File: config.mk
export PLATFORM = sky130hd
export DESIGN_NAME = hazard_scoreboard
export DESIGN_NICKNAME = d
export VERILOG_FILES = /design/src/rtl/hazard_pkg.sv /design/src/rtl/hazard_sb_entry.sv /design/src/rtl/hazard_scoreboard.sv
export SDC_FILE = /design/constraint.sdc
export NUM_CORES = 1
export LEC_CHECK = 0
export BUFFER_PORTS_ARGS = -buffer_cell sky130_fd_sc_hd__clkbuf_2
export CELL_PAD_IN_SITES_DETAIL_PLACEMENT = 1
export CELL_PAD_IN_SITES_GLOBAL_PLACEMENT = 1
export CORE_UTILIZATION = 45
export CTS_BUF_LIST = sky130_fd_sc_hd__clkbuf_8
export DETAILED_ROUTE_END_ITERATION = 8
export PLACE_DENSITY = 0.76
export SYNTH_ARGS = -nofsm -noshare
export SYNTH_HDL_FRONTEND = slang
export SYNTH_SLANG_ARGS = --single-unit
File: constraint.sdc
create_clock -name clk_i -period 3.55 [get_ports clk_i]
set_clock_uncertainty 0.15 [all_clocks]
set_input_delay 0.71 -clock clk_i [delete_from_list [all_inputs] [get_ports clk_i]]
set_output_delay 0.71 -clock clk_i [all_outputs]
set_load 0.02 [all_outputs]
File: src/rtl/hazard_pkg.sv
// hazard_pkg: shared stall-cause encoding, latency width and parameter range checks for the hazard scoreboard.
package hazard_pkg;
  localparam int LAT_W = 3;
  typedef enum logic [1:0] {
    CAUSE_NONE   = 2'b00,
    CAUSE_RAW    = 2'b01,
    CAUSE_STRUCT = 2'b10,
    CAUSE_BRANCH = 2'b11
  } cause_e;
  function automatic bit lat_ok(input int lat);
    return (lat >= 0) && (lat < (1 << LAT_W));
  endfunction
endpackage

File: src/rtl/hazard_sb_entry.sv
// hazard_sb_entry: per-register saturating down-counter that can be raised to a new latency (max-load).
module hazard_sb_entry
  import hazard_pkg::*;
(
  input  logic             i_clk,
  input  logic             i_rst,
  input  logic             i_load,
  input  logic [LAT_W-1:0] i_lat,
  output logic [LAT_W-1:0] o_cnt
);
  logic [LAT_W-1:0] r_cnt;
  logic [LAT_W-1:0] w_dec;
  assign w_dec = (r_cnt != '0) ? r_cnt - 1'b1 : '0;
  always_ff @(posedge i_clk or posedge i_rst)
    if (i_rst) r_cnt <= '0;
    else       r_cnt <= (i_load && (i_lat > w_dec)) ? i_lat : w_dec;
  assign o_cnt = r_cnt;
endmodule

File: src/rtl/hazard_scoreboard.sv
// hazard_scoreboard: latency scoreboard producing RAW, structural (multiply) and branch stall/flush controls.
module hazard_scoreboard
  import hazard_pkg::*;
#(
  parameter int REG_W    = 5,
  parameter int LOAD_LAT = 1,
  parameter int MUL_LAT  = 4,
  parameter int CNT_W    = 16
) (
  input  logic             clk_i,
  input  logic             rst_i,
  input  logic             ifid_valid_i,
  input  logic [REG_W-1:0] ifid_rs_i,
  input  logic [REG_W-1:0] ifid_rt_i,
  input  logic             ifid_use_rs_i,
  input  logic             ifid_use_rt_i,
  input  logic             ifid_mul_i,
  input  logic             idex_valid_i,
  input  logic             idex_regwrite_i,
  input  logic             idex_memread_i,
  input  logic             idex_mul_i,
  input  logic [REG_W-1:0] idex_rd_i,
  input  logic             branch_i,
  output logic             if_flush_o,
  output logic             id_flush_o,
  output logic             ex_flush_o,
  output logic             pc_write_o,
  output logic             ifid_write_o,
  output logic [1:0]       stall_cause_o,
  output logic [CNT_W-1:0] stall_cnt_o
);
  localparam int NREG = 1 << REG_W;
  localparam logic [LAT_W-1:0] LD_L = LAT_W'(LOAD_LAT);
  localparam logic [LAT_W-1:0] MU_L = LAT_W'(MUL_LAT);
  localparam bit MUL_EN = (MUL_LAT != 0);

  if (!lat_ok(LOAD_LAT) || !lat_ok(MUL_LAT) || CNT_W < 1 || REG_W < 1) begin : g_bad_param
    $error("hazard_scoreboard: parameter out of range");
  end

  logic [LAT_W-1:0] w_lat_ex;
  logic [LAT_W-1:0] w_cnt [NREG];
  logic [LAT_W-1:0] r_mbusy;
  logic [CNT_W-1:0] r_stall_cnt;
  logic w_ex_live, w_rec, w_haz_rs, w_haz_rt, w_raw, w_struct, w_br, w_stall;
  cause_e w_cause;

  assign w_lat_ex  = idex_memread_i ? LD_L : idex_mul_i ? MU_L : '0;
  assign w_ex_live = idex_valid_i & idex_regwrite_i & (idex_rd_i != '0) & ~branch_i;
  assign w_rec     = w_ex_live & (w_lat_ex != '0);

  assign w_cnt[0] = '0;
  for (genvar r = 1; r < NREG; r++) begin : g_sb
    hazard_sb_entry u_entry (
      .i_clk (clk_i),
      .i_rst (rst_i),
      .i_load(w_rec && (idex_rd_i == REG_W'(r))),
      .i_lat (w_lat_ex - 1'b1),
      .o_cnt (w_cnt[r])
    );
  end

  // A producer entering EX this cycle is seen before it reaches the scoreboard.
  assign w_haz_rs = ifid_use_rs_i & (ifid_rs_i != '0) &
                    ((w_cnt[ifid_rs_i] != '0) | (w_rec & (idex_rd_i == ifid_rs_i)));
  assign w_haz_rt = ifid_use_rt_i & (ifid_rt_i != '0) &
                    ((w_cnt[ifid_rt_i] != '0) | (w_rec & (idex_rd_i == ifid_rt_i)));
  assign w_raw    = ifid_valid_i & (w_haz_rs | w_haz_rt);
  assign w_struct = ifid_valid_i & ifid_mul_i & MUL_EN & ((r_mbusy != '0) | (idex_valid_i & idex_mul_i));

  always_ff @(posedge clk_i or posedge rst_i)
    if (rst_i) r_mbusy <= '0;
    else       r_mbusy <= (idex_valid_i & idex_mul_i & ~branch_i & MUL_EN) ? MU_L - 1'b1 :
                          (r_mbusy != '0) ? r_mbusy - 1'b1 : '0;

  assign w_br    = ~rst_i & branch_i;
  assign w_stall = ~rst_i & ~branch_i & (w_raw | w_struct);
  assign w_cause = w_br ? CAUSE_BRANCH : !w_stall ? CAUSE_NONE : w_raw ? CAUSE_RAW : CAUSE_STRUCT;

  assign if_flush_o    = w_br;
  assign ex_flush_o    = w_br;
  assign id_flush_o    = w_br | w_stall;
  assign pc_write_o    = ~w_stall;
  assign ifid_write_o  = ~w_stall;
  assign stall_cause_o = w_cause;

  always_ff @(posedge clk_i or posedge rst_i)
    if (rst_i)                             r_stall_cnt <= '0;
    else if (w_stall && !(&r_stall_cnt))   r_stall_cnt <= r_stall_cnt + 1'b1;
  assign stall_cnt_o = r_stall_cnt;
endmodule
==> results.yml, run 1 <==
status:
  status: "finished, violations left"
  violations: "setup timing"
pwr:
  swShare: 0.3402
  combPwrFrac: 0.265
  vdd_drop_max_v: 0.0002057
  power_density_nw_per_um2: 286.4
  p_total_mw: 3.038
  p_seq_frac: 0.464
  switchingPower_mw: 1.033
  clkPwrFrac: 0.271
  p_leak_nw: 5.087
  internal-power_mw: 2.005
global_routing:
  grt_use_total: 0.2462
  grt_pass1_wl_um: 39500
  antenna_found_initial: 1
  globalRouteOverflowTotal: 0
  grt_max_degree: 61
  grt_pass1_vias: 7955
timing:
  timing.final.crit_share: 1.036
  setup_viol: 3
  relSlewSlack: 0.4543
  slew_viol_final: 0
  totalNegativeSetupSlack_ps: -297.0
  min_period_ps: 3676
  setup_ws_ps: -126.1
  timing.fmax_mhz: 272.0
  tightest_slew_ps: 818.6
  rsz0062_at_grt: "yes"
  hold_viol_final: 0
floorplan:
  die_h_um: 144.1
  initial_core_util: 0.4636
  fp.dieArea_um2: 20750
  io_pins: 49
  fp-row-count: 51
  die_w_um: 144.1
  coreArea_um2: 19590
clock_tree:
  htreeDepth: 3
  clock_latency_ps: 400
  clockBufferDepth: 2
  cts_hold_buf: 0
  cts_buffers: 9
  cts_sinks: 112
  clkTransAtPathRegs_ps: 120
  tritoncts: "built"
  cts_root_buf: "clkbuf_8"
placement:
  dp_hpwl_um: 17740
  portBuffers: 48
  pre_cts_ws_ps: -120.0
  globalplace.congestion: 0.8215
  post-place-cells: 1331
synthesis:
  ys_top_cells_by_count: "ha_1, nor2_1, dfrtp_1"
  synth_top_area_frac: 0.3086
  ys_seq_elements: 112
  yosys_most_used_dff: "dfrtp_1"
  async_flop_share: 1.000
  avgSynthCellArea_um2: 9.099
  synth-edff-count: 0
  synth.area.top_cells: "dfrtp_1, ha_1, nor2_1, inv_1, mux2_2"
  ys_warn_count: 0
  ys_seq_area_frac: 0.3086
  synthDistinctLibCells: 53
  synth_area_um2: 9081
  yosysMostFrequentCell: "ha_1"
  synth_top_area_cell: "dfrtp_1"
  syn_nets: 1180
  synth_cells: 998
route:
  wl_per_cell_um: 18.50
  viasPerCell: 5.597
  vias: 7606
  dr.pass1.iters: 4
  highest_layer: "met5"
  drt-met1-wl_um: 10860
  dr_wl_met2_um: 12740
  ant_nets: 0
  wl_met3_um: 756
  routed_wl_um: 25140
  drtIter0Drc: 219
  remaining_drc_errors: 0
layout:
  area_growth_pct: 16.82
  finalNetCount: 1272
  insertedDiodeCount: 0
  fin_cells: 1359
  drive_gt1_frac: 0.2303
  fin_util: 0.5415
worst_setup_path:
  cp_max_fo: 3
  criticalPathCategory: "reg -> out"
  arrival_ps: 2820
  cp.required_ps: 2690
  critPathLaunchType: "register"
  end_kind: "primary output"
min_path:
  min_path_type: "reg -> reg"
flow_run:
  cap_viol_max_count: 0
routing by layer:
metal  up-vias  GRT usage
met3        50    0.02980
li1       3632          -
met4         2    0.09686
met1      3809     0.2996
met2       113     0.4399
met5         -          0
what timing repair did:
| item | 4_1_cts | 5_1_grt |
|---|---|---|
| resized for setup | 39 | 41 |
| gates cloned | 0 | 2 |
| endpoints found under the setup margin | 5 | 5 |
| pin swaps | 13 | 17 |
| buffers inserted | 5 | 7 |
state kept, by name (all words and copies together) (netlist names):
name and count:
g_sb.u_entry.o_cnt 93, stall_cnt_o 16, r_mbusy 3
power by group through the flow:
| stage | logic [mW] | clock network (mW) | registers, mW |
|---|---|---|---|
| after floorplan | 0.469 | 0 | 1.44 |
| after global placement | 0.702 | 0 | 1.43 |
| after detailed placement | 0.735 | 0 | 1.43 |
| after CTS | 0.765 | 0.836 | 1.41 |
| after global routing | 0.896 | 0.872 | 1.42 |
| final | 0.806 | 0.822 | 1.41 |
kinds of logic (layout without fill, tap and decap cells):
group,count (synthesis),after routing,share of synthesized area
AOI/OAI and AO/OA,188,188,0.1313
adders and majority gates,156,156,0.2149
buffers and inverters,137,233,0.06269
DFF,112,112,0.3086
and+or+nand+nor,326,326,0.1903
xor gates and xnor gates,22,22,0.02205
muxes,57,57,0.07013
final cells by class:
type	instances	area, µm²
fillers	2295	8981
clock inverters	6	68.82
clock buffers	9	123.9
flip-flops and latches	112	2805
multi-input cells	749	6036
inverters	106	401.6
well taps	265	331.6
repair buffers	112	842.1
worst max-delay path: stages, from the launching register on:
cell	delay, ps
dfrtp_1	460
o41ai_2	390
a21oi_1	110
o311ai_2	340
o21ai_1	140
nor4_2	220
o22ai_2	180
buf_4	180
nor3_2	100
nor2_1	70
nor2_1	90
buf_4	140
stage by stage:
stage	hold slack, ps	area [µm²]
floorplan	308.6	9090
global placement	323.6	9928
detailed placement	342.2	9928
CTS	361.8	10330
global route	372.9	10610
finish	354.9	10610
cells in the final DEF, fill, tap and decap left out, types with 9 or more instances in the layout:
| master | Yosys | final |
|---|---|---|
| nand3_1 | 9 | 9 |
| nor2b_1 | 31 | 31 |
| mux2i_1 | 28 | 28 |
| ha_1 | 156 | 156 |
| inv_1 | 104 | 102 |
| o21ai_0 | 34 | 34 |
| nor3_2 | 0 | 12 |
| nor4_2 | 0 | 10 |
| and3_1 | 10 | 10 |
| clkbuf_8 | 0 | 10 |
| dfrtp_1 | 112 | 110 |
| buf_4 | 7 | 60 |
| nand2_1 | 21 | 20 |
| nor3_1 | 27 | 12 |
| nor4_1 | 20 | 9 |
| or2_2 | 30 | 28 |
| and2_1 | 37 | 37 |
| a31oi_1 | 31 | 31 |
| xnor2_1 | 15 | 15 |
| clkbuf_2 | 0 | 41 |
| a21oi_1 | 52 | 50 |
| nor2_1 | 113 | 110 |
| o21a_1 | 28 | 28 |
| mux2_2 | 25 | 25 |
path summary, 6_finish.rpt:
check | start | to | slack (ps) | cells after the start
min in group asynchronous | rst_i | r_mbusy[2]$_DFF_PP0_ | 400 | 3
max in group asynchronous | rst_i | g_sb[25].u_entry.o_cnt[2]$_DFF_PP0_ | 2200 | 3
worst min register to register | stall_cnt_o[9]$_DFFE_PP0P_ | stall_cnt_o[9]$_DFFE_PP0P_ | 350 | 1
worst max-delay path | g_sb[29].u_entry.o_cnt[2]$_DFF_PP0_ | stall_cause_o[1] | -130 | 11
worst min-delay path | stall_cnt_o[9]$_DFFE_PP0P_ | stall_cnt_o[9]$_DFFE_PP0P_ | 350 | 1
worst max register to register | g_sb[29].u_entry.o_cnt[2]$_DFF_PP0_ | stall_cnt_o[1]$_DFFE_PP0P_ | 620 | 10
Note: power is estimated with default switching activity, not from simulation.
==> inputs of run 2 (changes only) <==
--- a/config.mk
+++ b/config.mk
@@ -8,6 +8,7 @@
 export BUFFER_PORTS_ARGS = -buffer_cell sky130_fd_sc_hd__clkbuf_2
 export CELL_PAD_IN_SITES_DETAIL_PLACEMENT = 1
 export CELL_PAD_IN_SITES_GLOBAL_PLACEMENT = 1
+export CORE_MARGIN = 3
 export CORE_UTILIZATION = 45
 export CTS_BUF_LIST = sky130_fd_sc_hd__clkbuf_8
 export DETAILED_ROUTE_END_ITERATION = 8
==> run 2 against run 1 <==
The run still ends with setup timing left; worst hold slack better by 7.6 ps; combinational power is 2.9% lower; core utilization is 0.88 points lower; count of clock-buffer cells in the layout is 1 higher; sequential share of layout area is 0.40 points higher; register-to-register slack worse by 20 ps; sequential power hardly changed; first-iteration DRC count is 28% higher; final cell count is 1.1% lower; critical path depth stayed put; critical endpoint is now id_flush_o.
==> results.yml, run 2 (synthesis results as in run 1) <==
timing:
  rsz0062_at_grt: "yes"
  min_period_ps: 3648
  setup_ws_ps: -97.83
  relSlewSlack: 0.2629
  slew_viol_final: 0
  tightest_slew_ps: 1103
  timing.final.crit_share: 1.028
  timing.fmax_mhz: 274.1
  hold_viol_final: 0
  setup_viol: 5
layout:
  area_growth_pct: 15.31
  insertedDiodeCount: 0
  finalNetCount: 1256
  largest_reg_flops: 93
  final_cell_mix: "ha_1, nor2_1, dfrtp_1, inv_1, a21oi_1"
  drive_gt1_frac: 0.2224
  final_common_cell: "ha_1"
  fin_util: 0.5328
placement:
  dp_hpwl_um: 17160
  globalplace.congestion: 0.7839
  portBuffers: 48
clock_tree:
  cts_sinks: 112
  cts_root_buf: "clkbuf_8"
  htreeDepth: 3
  tritoncts: "built"
  cts_hold_buf: 0
  cts_buffers: 9
  clock_latency_ps: 410
  clkTransAtPathRegs_ps: 120
  clockBufferDepth: 2
worst_setup_path:
  r2r-start: "g_sb[9].u_entry.o_cnt[2]$_DFF_PP0_"
  cp.required_ps: 2690
  arrival_ps: 2790
  cp_max_fo: 6
  criticalPathCategory: "in -> out"
  critPathLaunchType: "primary input"
  r2r.worst_path.cells: 11
  end_kind: "primary output"
  r2r-end: "stall_cnt_o[1]$_DFFE_PP0P_"
  r2r_slack_ps: 600
floorplan:
  die_h_um: 148.1
  fp.dieArea_um2: 21920
  coreArea_um2: 19650
  io_pins: 49
  fp-row-count: 51
  initial_core_util: 0.4621
  die_w_um: 148.1
route:
  ant_nets: 0
  dr_wl_met2_um: 12150
  viasPerCell: 5.504
  wl_per_cell_um: 18.11
  remaining_drc_errors: 0
  routed_wl_um: 24340
  drtIter0Drc: 280
  dr.pass1.iters: 4
  highest_layer: "met5"
  vias: 7398
  drt-met1-wl_um: 10920
  wl_met3_um: 749
pwr:
  internal-power_mw: 2.022
  swShare: 0.3378
  p_leak_nw: 5.007
  power_density_nw_per_um2: 291.7
  switchingPower_mw: 1.032
  combPwrFrac: 0.256
  clkPwrFrac: 0.281
  p_total_mw: 3.054
  p_seq_frac: 0.462
  vdd_drop_max_v: 0.0001599
min_path:
  min_from: "stall_cnt_o[9]$_DFFE_PP0P_"
  holdPathEnd: "stall_cnt_o[9]$_DFFE_PP0P_"
  whs_path_depth: 1
  min_path_type: "reg -> reg"
global_routing:
  grt_max_degree: 113
  grt_pass1_vias: 7882
  antenna_found_initial: 1
  grt_use_total: 0.2220
  globalRouteOverflowTotal: 0
  grt_pass1_wl_um: 39680
flow_run:
  cap_viol_max_count: 0
status:
  status: "finished, violations left"
  violations: "setup timing"
[run 2: worst max path at each step]
stage	startpoint	end	depth (start not counted)	slack, ps
after global routing	ifid_rs_i[1]	id_flush_o	11	-190
after global placement	ifid_rt_i[1]	id_flush_o	11	-50
after floorplan	ifid_rt_i[1]	pc_write_o	12	70
after CTS	g_sb[29].u_entry.o_cnt[2]$_DFF_PP0_	id_flush_o	9	3
after detailed placement	ifid_rt_i[1]	id_flush_o	11	-100
final	ifid_rs_i[1]	id_flush_o	11	-100
[run 2: power groups by stage]
stage                     Combinational [mW]  Sequential, mW  Clock, mW
after global placement                 0.692            1.43          0
after floorplan                        0.469            1.44          0
after detailed placement               0.724            1.43          0
after CTS                              0.758            1.41      0.875
after global routing                   0.880            1.42      0.922
final                                  0.783            1.41      0.859
[run 2: critical path, cell delays in order]
cell and delay [ps]:
buf_8 100, buf_12 130, nor4_4 290, a21oi_2 60, a2111oi_2 290, nor4_1 100
nor4_1 390, o22ai_2 200, nand2b_4 200, a21o_1 180, buf_6 130
[run 2: metrics by stage]
| step | TNS [ps] | cell area (µm²) | setup slack [ps] | hold WS, ps | instances |
|---|---|---|---|---|---|
| floorplan | 0 | 9090 | 68.78 | 308.6 | 998 |
| global placement | -45.67 | 9778 | -45.67 | 323.2 | 1311 |
| detailed placement | -172.3 | 9778 | -96.64 | 345.0 | 1311 |
| CTS | 0 | 10200 | 3.093 | 365.7 | 1333 |
| global route | -754.7 | 10470 | -191.4 | 392.5 | 1344 |
| finish | -209.6 | 10470 | -97.83 | 362.5 | 1344 |
[run 2: timing repair]
item | in CTS | in global routing
cloned | 0 | 1
setup buffers | 6 | 10
setup endpoints to repair | 5 | 5
pin swaps | 8 | 13
gates resized for setup | 36 | 40
[run 2: cell type report]
type                            count  area, µm²
Clock inverter                      6      75.07
Sequential cell                   112       2810
Multi-Input combinational cell    749       6031
Inverter                          106      401.6
Tap cell                          265      331.6
Fill cell                        2306       9183
Timing Repair Buffer               96      684.4
Clock buffer                       10      137.6
[run 2: per-layer routing]
metal / GRT usage / up-vias
li1: - / 3603
met1: 0.2905 / 3683
met2: 0.3903 / 84
met3: 0.02468 / 26
met4: 0.06328 / 2
met5: 0 / -
